## config.mk

```make
export PLATFORM = sky130hd
export DESIGN_NAME = regbank_arbiter
export DESIGN_NICKNAME = d
export VERILOG_FILES = /design/src/rtl/regbank_arbiter.sv
export SDC_FILE = /design/constraint.sdc
export NUM_CORES = 1
export LEC_CHECK = 0
export CORE_MARGIN = 2
export CORE_UTILIZATION = 35
export DETAILED_ROUTE_END_ITERATION = 7
export PLACE_DENSITY = 0.7
export SLEW_MARGIN = 20
export SYNTH_ARGS = -nofsm -noshare
export SYNTH_HDL_FRONTEND = slang
export SYNTH_SLANG_ARGS = --single-unit
```

## constraint.sdc

```tcl
create_clock -name clk -period 2 [get_ports clk]
set_clock_uncertainty 0.05 [all_clocks]
set_input_delay 0.4 -clock clk [delete_from_list [all_inputs] [get_ports clk]]
set_output_delay 0.4 -clock clk [all_outputs]
set_load 0.1 [all_outputs]
```

## src/rtl/regbank_arbiter.sv

```systemverilog
// regbank_arbiter: two-requester arbiter/sequencer in front of the 8x8
// single-write-port register bank. One op is in flight at a time:
// IDLE (grant) -> ACCESS (drive bank, capture reads) -> RESP (pulse rsp_valid).
// Build option: define ARB_RR_EN for round-robin tie-breaking; left undefined,
// requester A has fixed priority over B.
//
// Handshake: x_ready is a one-cycle pulse, only in IDLE, combinational on
// x_valid. An op transfers on the clock edge where x_valid && x_ready. The
// requester holds x_valid and its op fields stable until then. x_rsp_valid
// pulses for one cycle, two cycles after x_ready. rsp_data1/2 and rsp_err are
// valid with that pulse and hold until the next capture.
module regbank_arbiter #(
  parameter int DATA_W       = 8,
  parameter int ADDR_W       = 3,
  parameter bit ZERO_PROTECT = 1'b1
) (
  input  logic              clk,
  input  logic              rst_n,
  input  logic              a_valid,
  output logic              a_ready,
  input  logic              a_we,
  input  logic [ADDR_W-1:0] a_addr1,
  input  logic [ADDR_W-1:0] a_addr2,
  input  logic [DATA_W-1:0] a_wdata,
  output logic              a_rsp_valid,
  input  logic              b_valid,
  output logic              b_ready,
  input  logic              b_we,
  input  logic [ADDR_W-1:0] b_addr1,
  input  logic [ADDR_W-1:0] b_addr2,
  input  logic [DATA_W-1:0] b_wdata,
  output logic              b_rsp_valid,
  output logic [DATA_W-1:0] rsp_data1,
  output logic [DATA_W-1:0] rsp_data2,
  output logic              rsp_err,
  output logic [ADDR_W-1:0] rb_add1,
  output logic [ADDR_W-1:0] rb_add2,
  output logic [DATA_W-1:0] rb_in,
  output logic              rb_we,
  input  logic [DATA_W-1:0] rb_out1,
  input  logic [DATA_W-1:0] rb_out2,
  output logic [1:0]        dbg_state
);

  typedef enum logic [1:0] {
    ST_IDLE   = 2'd0,
    ST_ACCESS = 2'd1,
    ST_RESP   = 2'd2
  } state_t;

  state_t            r_state;
  state_t            w_state_nxt;
  logic              r_owner_b;
  logic              r_op_we;
  logic [ADDR_W-1:0] r_op_addr1;
  logic [ADDR_W-1:0] r_op_addr2;
  logic [DATA_W-1:0] r_op_wdata;
  logic [DATA_W-1:0] r_rsp_data1;
  logic [DATA_W-1:0] r_rsp_data2;
  logic              r_rsp_err;
  logic              w_grant_a;
  logic              w_grant_b;
  logic              w_grant;
  logic              w_addr0_drop;

`ifdef ARB_RR_EN
  logic r_prefer_b;

  // Round-robin winner select: on a tie, the requester not granted last wins
  always_comb begin
    w_grant_a = 1'b0;
    w_grant_b = 1'b0;
    if (r_state == ST_IDLE) begin
      w_grant_a = a_valid & (~b_valid | ~r_prefer_b);
      w_grant_b = b_valid & ~w_grant_a;
    end
  end

  // Pointer moves to the other requester on every grant
  always_ff @(posedge clk or negedge rst_n) begin
    if (!rst_n) begin
      r_prefer_b <= 1'b0;
    end else if (w_grant_a) begin
      r_prefer_b <= 1'b1;
    end else if (w_grant_b) begin
      r_prefer_b <= 1'b0;
    end
  end
`else
  // Fixed-priority winner select: A always wins a tie, B can starve
  always_comb begin
    w_grant_a = 1'b0;
    w_grant_b = 1'b0;
    if (r_state == ST_IDLE) begin
      w_grant_a = a_valid;
      w_grant_b = b_valid & ~a_valid;
    end
  end
`endif

  assign w_grant      = w_grant_a | w_grant_b;
  // r0 is a constant in the bank, so writes to it are dropped and reported
  assign w_addr0_drop = ZERO_PROTECT & r_op_we & (r_op_addr1 == '0);

  // State register; reset mid-op returns to IDLE and drops the op
  always_ff @(posedge clk or negedge rst_n) begin
    if (!rst_n) begin
      r_state <= ST_IDLE;
    end else begin
      r_state <= w_state_nxt;
    end
  end

  // Next state and per-state outputs; bank pins idle at zero outside ACCESS
  always_comb begin
    w_state_nxt = r_state;
    a_ready     = 1'b0;
    b_ready     = 1'b0;
    a_rsp_valid = 1'b0;
    b_rsp_valid = 1'b0;
    rb_add1     = '0;
    rb_add2     = '0;
    rb_in       = '0;
    rb_we       = 1'b0;
    case (r_state)
      ST_IDLE: begin
        a_ready = w_grant_a;
        b_ready = w_grant_b;
        if (w_grant) begin
          w_state_nxt = ST_ACCESS;
        end
      end
      ST_ACCESS: begin
        rb_add1     = r_op_addr1;
        rb_add2     = r_op_addr2;
        rb_in       = r_op_wdata;
        rb_we       = r_op_we & ~w_addr0_drop;
        w_state_nxt = ST_RESP;
      end
      ST_RESP: begin
        a_rsp_valid = ~r_owner_b;
        b_rsp_valid = r_owner_b;
        w_state_nxt = ST_IDLE;
      end
      default: begin
        w_state_nxt = ST_IDLE;
      end
    endcase
  end

  // Latch the winning op and its owner on grant
  always_ff @(posedge clk or negedge rst_n) begin
    if (!rst_n) begin
      r_owner_b  <= 1'b0;
      r_op_we    <= 1'b0;
      r_op_addr1 <= '0;
      r_op_addr2 <= '0;
      r_op_wdata <= '0;
    end else if (w_grant) begin
      r_owner_b  <= w_grant_b;
      r_op_we    <= w_grant_b ? b_we    : a_we;
      r_op_addr1 <= w_grant_b ? b_addr1 : a_addr1;
      r_op_addr2 <= w_grant_b ? b_addr2 : a_addr2;
      r_op_wdata <= w_grant_b ? b_wdata : a_wdata;
    end
  end

  // Capture read data at the end of ACCESS; the bank writes on the same edge,
  // so a write op returns the pre-write contents
  always_ff @(posedge clk or negedge rst_n) begin
    if (!rst_n) begin
      r_rsp_data1 <= '0;
      r_rsp_data2 <= '0;
      r_rsp_err   <= 1'b0;
    end else if (r_state == ST_ACCESS) begin
      r_rsp_data1 <= rb_out1;
      r_rsp_data2 <= rb_out2;
      r_rsp_err   <= w_addr0_drop;
    end
  end

  assign rsp_data1 = r_rsp_data1;
  assign rsp_data2 = r_rsp_data2;
  assign rsp_err   = r_rsp_err;
  assign dbg_state = r_state;

endmodule

```

**Word-level counts from Yosys, hierarchy flattened**

Cells that the tools add are included.
W data, S select, Z words.

- Bitwise gates (word level): 7
- Divide/modulo/power cells: 0
- Add/sub/neg operators: 0
- Eq/ne operators: 3
- Multiply operators: 0
- Shift-type cells: 0
- $lt $le $gt $ge: 0
- Reductions and logical operators: 2
- Muxes and demuxes: 16

Operator list:

| operator | number |
|---|---|
| $mux W8 | 2 |
| $mux W3 | 4 |
| $mux W1 | 8 |
| $pmux W2 S2 | 1 |
| $and A1 B1 Y1 | 3 |
| $logic_not A3 Y1 | 1 |
| $not A1 Y1 | 3 |
| $eq A2 B1 Y1 const B | 1 |
| $eq A2 B2 Y1 const B | 1 |
| $logic_not A2 Y1 | 1 |
| $mux W2 | 1 |
| $ne A2 B2 Y1 const B | 1 |
| $or A1 B1 Y1 | 1 |

- Bits in latches: 0
- Bits in registers: 35
- Memories: 0
- ROM bits: 0
- Output and inout bits: 38
- Bits in writable memories: 0
- Word-level logic and storage cells: 37

**Longest topological paths before layout**

Gate-level depths: netlist of run 1.

- Word-level depth: 6
- Mapped depth: 5
- Mapped depth without buffers: 4

**Worst setup path after synthesis of run 1**

Ideal clock, no wire load.

- Path kind: register to output
- From: register r_state[1], in the netlist dbg_state[1]
- To: output a_rsp_valid
- Slack: -1.705 ns
- Data arrival time: 3.255 ns
- Path buffers: 0
- Cell stages (with the launch flop): 2
- Path through: dfrtp_1 -> nor3b_1

- Word-level cells in the longest chain between the ends: 2

Ends and longest elaborated chain:

| item | RTL line | RTL |
|---|---|---|
| from (decl) | 51 | `state_t r_state;` |
| from (signal assigned) | 110 | `r_state <= w_state_nxt;` |
| $eq A2 B2 Y1 | 125 | `case (r_state)` |
| $mux W1 | 125 |  |
| to (decl) | 25 | `output logic a_rsp_valid,` |

No other way between the ends.

**Worst setup path after layout of run 1**

- From: register r_state[0], in the netlist dbg_state[0]
- To: output b_ready

- Word-level cells in the longest chain between the ends: 3

Ends and longest elaborated chain:

| item | RTL line | RTL |
|---|---|---|
| $logic_not A2 Y1 * | 94, 125 |  |
| $mux W1 | 94 | `if (r_state == ST_IDLE) begin` |
| $mux W1 * | 125 |  |
| to (decl) | 27 | `output logic b_ready,` |

Every way passes the cells marked *; elsewhere a longest branch is shown, timed or not.

==> metrics.md, run 1 <==
| Metric | Value |
|---|---|
| Distinct cells, synth | 20 |
| Worst EP required | 1.55 ns |
| # setup viols final | 1 |
| Area leader, netlist | dfrtp_1 |
| Most frequent cells in the layout | 51 x nand2_1, 46 x clkdlybuf4s50_1, 33 x dfrtp_1 |
| First-pass GRT wire length | approximately 7200 um |
| Fmax | around 0.5 GHz |
| Xor/xnor cell area share of the yosys netlist | 0% |
| Syn Nets | approximately 220 |
| EDFF count, synth | 0 |
| TritonRoute pass-1 iters | 4 |
| Critical Path Start Type | flop |
| Final period util | 102% |
| Grt total ovfl | 0 |
| DIE AREA | between 0.004 and 0.005 mm^2 |
| Initial antenna violation count | 0 |
| CTS Hold Bufs | 0 |
| Final WS setup | -0.0481 ns |
| Placed cell areas | approximately 0.0029 mm^2 |
| CP peak stage delay | 0.60 ns |
| Detail Placement HPWL | roughly 3300 um |
| Synth top area cells | dfrtp_1 56%, nand2_1 12%, mux2i_1 8.4%, a22oi_1 6.3%, inv_1 3.6% |
| Area added between synthesis and finish | 93.2% |
| Kind of end point of the critical path | output pin |
| Core Region | about 0.0043 mm^2 |
| Most used DFF post-synth | dfrtp_1 |
| Die Span X | about 70 um |
| Largest family of logic cells by synthesized area | simple AND/OR/NAND/NOR gates |
| Row Count | 24 |
| Compound-Gate Fraction of Synth Area | a little under 9% |
| Vias | roughly 1500 |
| Final min period | ~2.0 ns |
| Arrival time worst endpoint | about 1.6 ns |
| Ys async rst share | 100% |
| Detailed Route Iter0 Violations | a little under 90 |
| Post-DR wirelength/cell | between 10 and 15 um |
| Synth Area per Inst | roughly 9.3 um^2 |
| Vias in the first global route | between 1500 and 2000 |
| Clk pin slew, worst setup/hold paths | around 0.07 ns |
| Chip Height | slightly above 70 um |
| Hold WS | 0.0218 ns |
| DRC Markers | 0 |
| #FFs+latches synth | 35 |
| Initial Util | a little over a third |
| Final design utilization | roughly 70% |
| Clk_lat worst skew | between 0.2 and 0.3 ns |
| Via density | 4.65 |
| Buffers on Ports | a little under 90 |
| CTS sink cnt | 35 |
| Clock tree buffer depth | 2 |
| Largest net degree at the start of global routing | 22 |
| TritonCTS Buffers | 5 |
| Slew Viols, Final | 0 |
| Post-DRT Antenna Nets | 0 |
| Final hold violations | 0 |
| Multiplexer share of the synthesized area | a little under a tenth |
| Top cell type's share of synthesized area | a little under three fifths |
| Final net count | approximately 320 |
| Ports | 88 |
| Worst slew margin | between 50 and 60% |
| Synthesis Warnings | 0 |
| Worst Tran Pin Value | slightly above 0.6 ns |
| Failing checks | setup timing |
| Max-cap violations | 0 |
| Post-Synth Adder-Cell Area | 0% |
| H-tree Lvls | 2 |
| Antenna diode count | 0 |
| RSZ-0062 raised after global routing | true |
| Tot GR Track Use | a little under a fifth |
| Post-Synth Simple-Gate Area | between 15 and 20% |
| Crit-path cells | or4b_4 -> inv_12 -> buf_16 |
| Mapped Area | 0.00156 mm^2 |
| Final GP Congestion | 0.753 |
| Share of layout cells above drive strength 1 | 32.5% |
| Synthesized instance count | 167 |
| Design Area, Final | approximately 0.003 mm^2 |
| Clk root buf | clkbuf_8 |
| Hold Crit Class | in2async |
| TritonCTS clock tree | done |
| Setup Crit Path Kind | reg2out |
| Worst Path Max Fanout | 2 |
| DRT Wirelength | approximately 4300 um |
| Most common cell after layout, fill and taps aside | nand2_1 |
| CP max-delay cell | or4b_4 |
| Post-synthesis sequential area ratio | approximately 56% |
| Outcome | finished, violations left |
## through the flow
stage          instances  worst slack, ns  setup TNS [ns]
4_1_cts              321           -0.111          -0.111
5_1_grt              320          -0.0975         -0.0975
2_1_floorplan        167          -0.0723          -0.738
3_5_place_dp         311           -0.152           -1.61
6_report             320          -0.0481         -0.0481
3_3_place_gp         311           -0.160           -1.29
## routing by layer
metal	vias to the layer above	GRT usage, %	wire (um)
met5	-	0	0
met4	0	5.03	46
met3	4	6.98	329
met2	49	30.0	2100
met1	699	23.2	1790
li1	737	-	-
## worst max-delay path: cells and delay by family (launching register included)
| family | cells | cell delay [ns] |
|---|---|---|
| buffers and inverters | 2 | 0.24 |
| AND/OR/NAND/NOR | 1 | 0.60 |
| flip-flops | 1 | 0.47 |
## Yosys cell counts, types with 2 or more instances
| master | number |
|---|---|
| dfrtp_1 | 35 |
| a22oi_1 | 13 |
| nor3b_1 | 2 |
| nand2_1 | 51 |
| inv_1 | 15 |
| a22o_1 | 3 |
| and2_1 | 2 |
| inv_2 | 2 |
| nor2_1 | 15 |
| o21ai_1 | 2 |
| buf_2 | 3 |
| mux2i_1 | 13 |
| clkbuf_1 | 4 |
## kinds of logic (layout without fill, tap and decap cells)
family	count (synthesis)	in the layout
muxes	14	14
and+or+nand+nor	74	74
DFF	35	35
buffers and inverters	25	126
AOI/OAI and AO/OA	19	19
## final cells by class
class / count / area (um^2)
clock buffers: 6 / 72.6
clock inverters: 2 / 12.5
repair buffers: 101 / 1170
flip-flops and latches: 35 / 883
fillers: 341 / 1320
inverters: 17 / 76.3
multi-input cells: 107 / 731
well taps: 52 / 65.1
## state kept, by name (all words and copies together), names as in the netlist
| name | cells |
|---|---|
| dbg_state | 2 |
| r_owner_b | 1 |
| r_op_addr2 | 3 |
| rsp_data2 | 8 |
| r_op_we | 1 |
| rsp_data1 | 8 |
| r_op_wdata | 8 |
| r_op_addr1 | 3 |
| rsp_err | 1 |
## path summary, 6_finish.rpt
check	startpoint	end	slack (ns)	cells after the start
min	rst_n	r_op_wdata[5]$_DFFE_PN0P_	0.02	1
min reg2reg	rsp_data1[3]$_DFFE_PN0N_	rsp_data1[3]$_DFFE_PN0N_	0.43	2
max	dbg_state[0]$_DFFE_PN0P_	b_ready	-0.05	3
min in group clk	rsp_data1[3]$_DFFE_PN0N_	rsp_data1[3]$_DFFE_PN0N_	0.43	2
max in group asynchronous	rst_n	r_op_wdata[3]$_DFFE_PN0P_	1.28	2
max reg2reg	dbg_state[0]$_DFFE_PN0P_	r_op_wdata[2]$_DFFE_PN0P_	0.15	5
## repair_timing
action	in CTS	in global routing
pin swaps	1	1
endpoints found under the setup margin	15	12
cloned	0	0
gates resized for setup	8	3
buffers inserted	2	0
Power of run 1 is not shown: default switching activity piles up to over one toggle a cycle in this logic, so the estimate is an artifact.
==> run 2, diff against run 1 <==
--- a/config.mk
+++ b/config.mk
@@ -5,10 +5,12 @@
 export SDC_FILE = /design/constraint.sdc
 export NUM_CORES = 1
 export LEC_CHECK = 0
+export CAP_MARGIN = 0
 export CORE_MARGIN = 2
-export CORE_UTILIZATION = 35
+export CORE_UTILIZATION = 38
 export DETAILED_ROUTE_END_ITERATION = 7
-export PLACE_DENSITY = 0.7
+export GPL_TIMING_DRIVEN = 0
+export PLACE_DENSITY = 0.76
 export SLEW_MARGIN = 20
 export SYNTH_ARGS = -nofsm -noshare
 export SYNTH_HDL_FRONTEND = slang
==> run 2 against run 1 <==
Against the previous run: the run still ends with setup timing left; first-iteration DRC count grew 17%; hold slack worse by 0.00051 ns; critical path depth increased by 1; register-to-register slack worse by 0.07 ns; worst setup slack lost 0.13 ns; via count up 0.81%; core utilization grew 4.0 points; die area shrank 7.5%; clock-buffer cell count rose by 2; routed wire length down 2.0%.
==> metrics.md, run 2 (synthesis gave the netlist of run 1 again) <==
| Metric | Value |
|---|---|
| TritonCTS Buffers | 5 |
| Worst Tran Pin Value | between 0.9 and 1 ns |
| Detailed Route Iter0 Violations | 103 |
| Worst setup path start | dbg_state[0]$_DFFE_PN0P_ |
| Setup Crit Path Kind | reg2out |
| CP max-delay cell | or4b_4 |
| Core Region | between 0.003 and 0.004 mm^2 |
| Worst Path Max Fanout | 7 |
| Worst EP required | approximately 1.6 ns |
| Post-DR wirelength/cell | 13.0 um |
| Vias | 1501 |
| CP peak stage delay | between 0.5 and 0.6 ns |
| # setup viols final | 1 |
| Worst slew margin | 35.3% |
| Fmax | around 0.46 GHz |
| FF-to-FF End | r_op_addr1[0]$_DFFE_PN0P_ |
| Arrival time worst endpoint | 1.73 ns |
| Final hold violations | 0 |
| Clk pin slew, worst setup/hold paths | 0.07 ns |
| Crit-path cells | or4b_4 -> buf_12 -> inv_12 -> buf_16 |
| Vias in the first global route | 1383 |
| Clock tree buffer depth | 2 |
| TritonCTS clock tree | done |
| Clk root buf | clkbuf_8 |
| DRC Markers | 0 |
| Final GP Congestion | between 0.7 and 0.8 |
| Antenna diode count | 0 |
| Via density | 4.66 |
| Slew Viols, Final | 0 |
| Final WS setup | -0.181 ns |
| H-tree Lvls | 2 |
| DIE AREA | 0.00462 mm^2 |
| Post-DRT Antenna Nets | 0 |
| TritonRoute pass-1 iters | 4 |
| Chip Height | 68 um |
| Critical Path Start Type | flop |
| Die Span X | about 68 um |
| Kind of end point of the critical path | output pin |
| CTS sink cnt | 35 |
| Failing checks | setup timing |
| Ports | 88 |
| Final period util | 109% |
| Hold WS | about 0.021 ns |
| First-pass GRT wire length | approximately 6400 um |
| Tot GR Track Use | around 18% |
| Outcome | finished, violations left |
| Setup crit end | b_ready |
| Detail Placement HPWL | between 3000 and 4000 um |
| Grt total ovfl | 0 |
| Share of layout cells above drive strength 1 | about 26% |
| Largest net degree at the start of global routing | 20 |
| Row Count | 23 |
| Most common cell after layout, fill and taps aside | nand2_1 |
| R2R depth | 6 |
| Hold Crit Class | in2async |
| Area added between synthesis and finish | 87.8% |
| Reg2Reg Setup Slack | 0.08 ns |
| Max-cap violations | 0 |
| Final min period | ~2.2 ns |
| Clk_lat worst skew | approximately 0.28 ns |
| Most frequent cells in the layout | 51 x nand2_1, 46 x clkdlybuf4s50_1, 33 x dfrtp_1 |
| Initial antenna violation count | 0 |
| DRT Wirelength | 4190 um |
| Final net count | 321 |
| Worst r2r src | dbg_state[0]$_DFFE_PN0P_ |
| Buffers on Ports | 87 |
| RSZ-0062 raised after global routing | true |
| Initial Util | between 30% and 40% |
-- run 2: cell count changes in the layout (fill, tap and decap cells not counted), moves of 2 or more --
cell,change
buf_6,+9
clkbuf_8,+2
clkbuf_4,+3
buf_4,-17
clkdlybuf4s15_2,+2
dlygate4sd2_1,+17
buf_8,+2
buf_12,-18
clkbuf_1,+2
-- run 2: worst min path at each step --
stage / to / slack (ns) / cells past startpoint
after floorplan: r_op_addr1[0]$_DFFE_PN0P_ / 0.05 / 0
after global placement: rsp_data2[4]$_DFFE_PN0N_ / 0.41 / 2
after detailed placement: r_owner_b$_DFFE_PN0P_ / 0.33 / 1
after CTS: r_owner_b$_DFFE_PN0P_ / 0.02 / 1
after global routing: r_owner_b$_DFFE_PN0P_ / 0.05 / 1
final: r_owner_b$_DFFE_PN0P_ / 0.02 / 1
-- run 2: metal layers --
metal / global-route usage [%] / up-vias / wire length, um
li1: - / 743 / -
met5: 0 / - / 0
met2: 30.9 / 49 / 2220
met1: 23.6 / 707 / 1660
met4: 4.50 / 0 / 14
met3: 4.77 / 2 / 293
-- run 2: timing repair --
action / in CTS / in global routing
setup buffers: 2 / 8
endpoints found under the setup margin: 38 / 13
pin swaps: 1 / 1
resized for setup: 167 / 8
hold buffers: 0 / 0
-- run 2: worst max-delay path: cells and delay by family (launching register included) --
kind / cells / cell delay, ns
buffers and inverters: 3 / 0.37
DFF: 1 / 0.50
and+or+nand+nor: 1 / 0.57
-- run 2: final cells by class --
class | count | area, um^2
Sequential cell | 35 | 883
Fill cell | 306 | 1050
Inverter | 17 | 76.3
Timing Repair Buffer | 98 | 1000
Multi-Input combinational cell | 107 | 727
Clock buffer | 8 | 100
Tap cell | 50 | 62.6
Buffer | 7 | 68.8
-- run 2: stage by stage --
step                area [um^2]  setup WS (ns)  setup TNS, ns  utilization [%]  cells
global placement           2660          -1.31         -26.38             67.0    304
CTS                        2840         -0.202         -0.202             71.4    314
global route               2920         -0.218         -0.218             73.6    322
floorplan                  1730        -0.0723         -0.738                -    167
finish                     2920         -0.181         -0.181             73.6    322
detailed placement         2680          -1.34         -15.34             67.5    305
Power of run 2 is left out for the same reason.
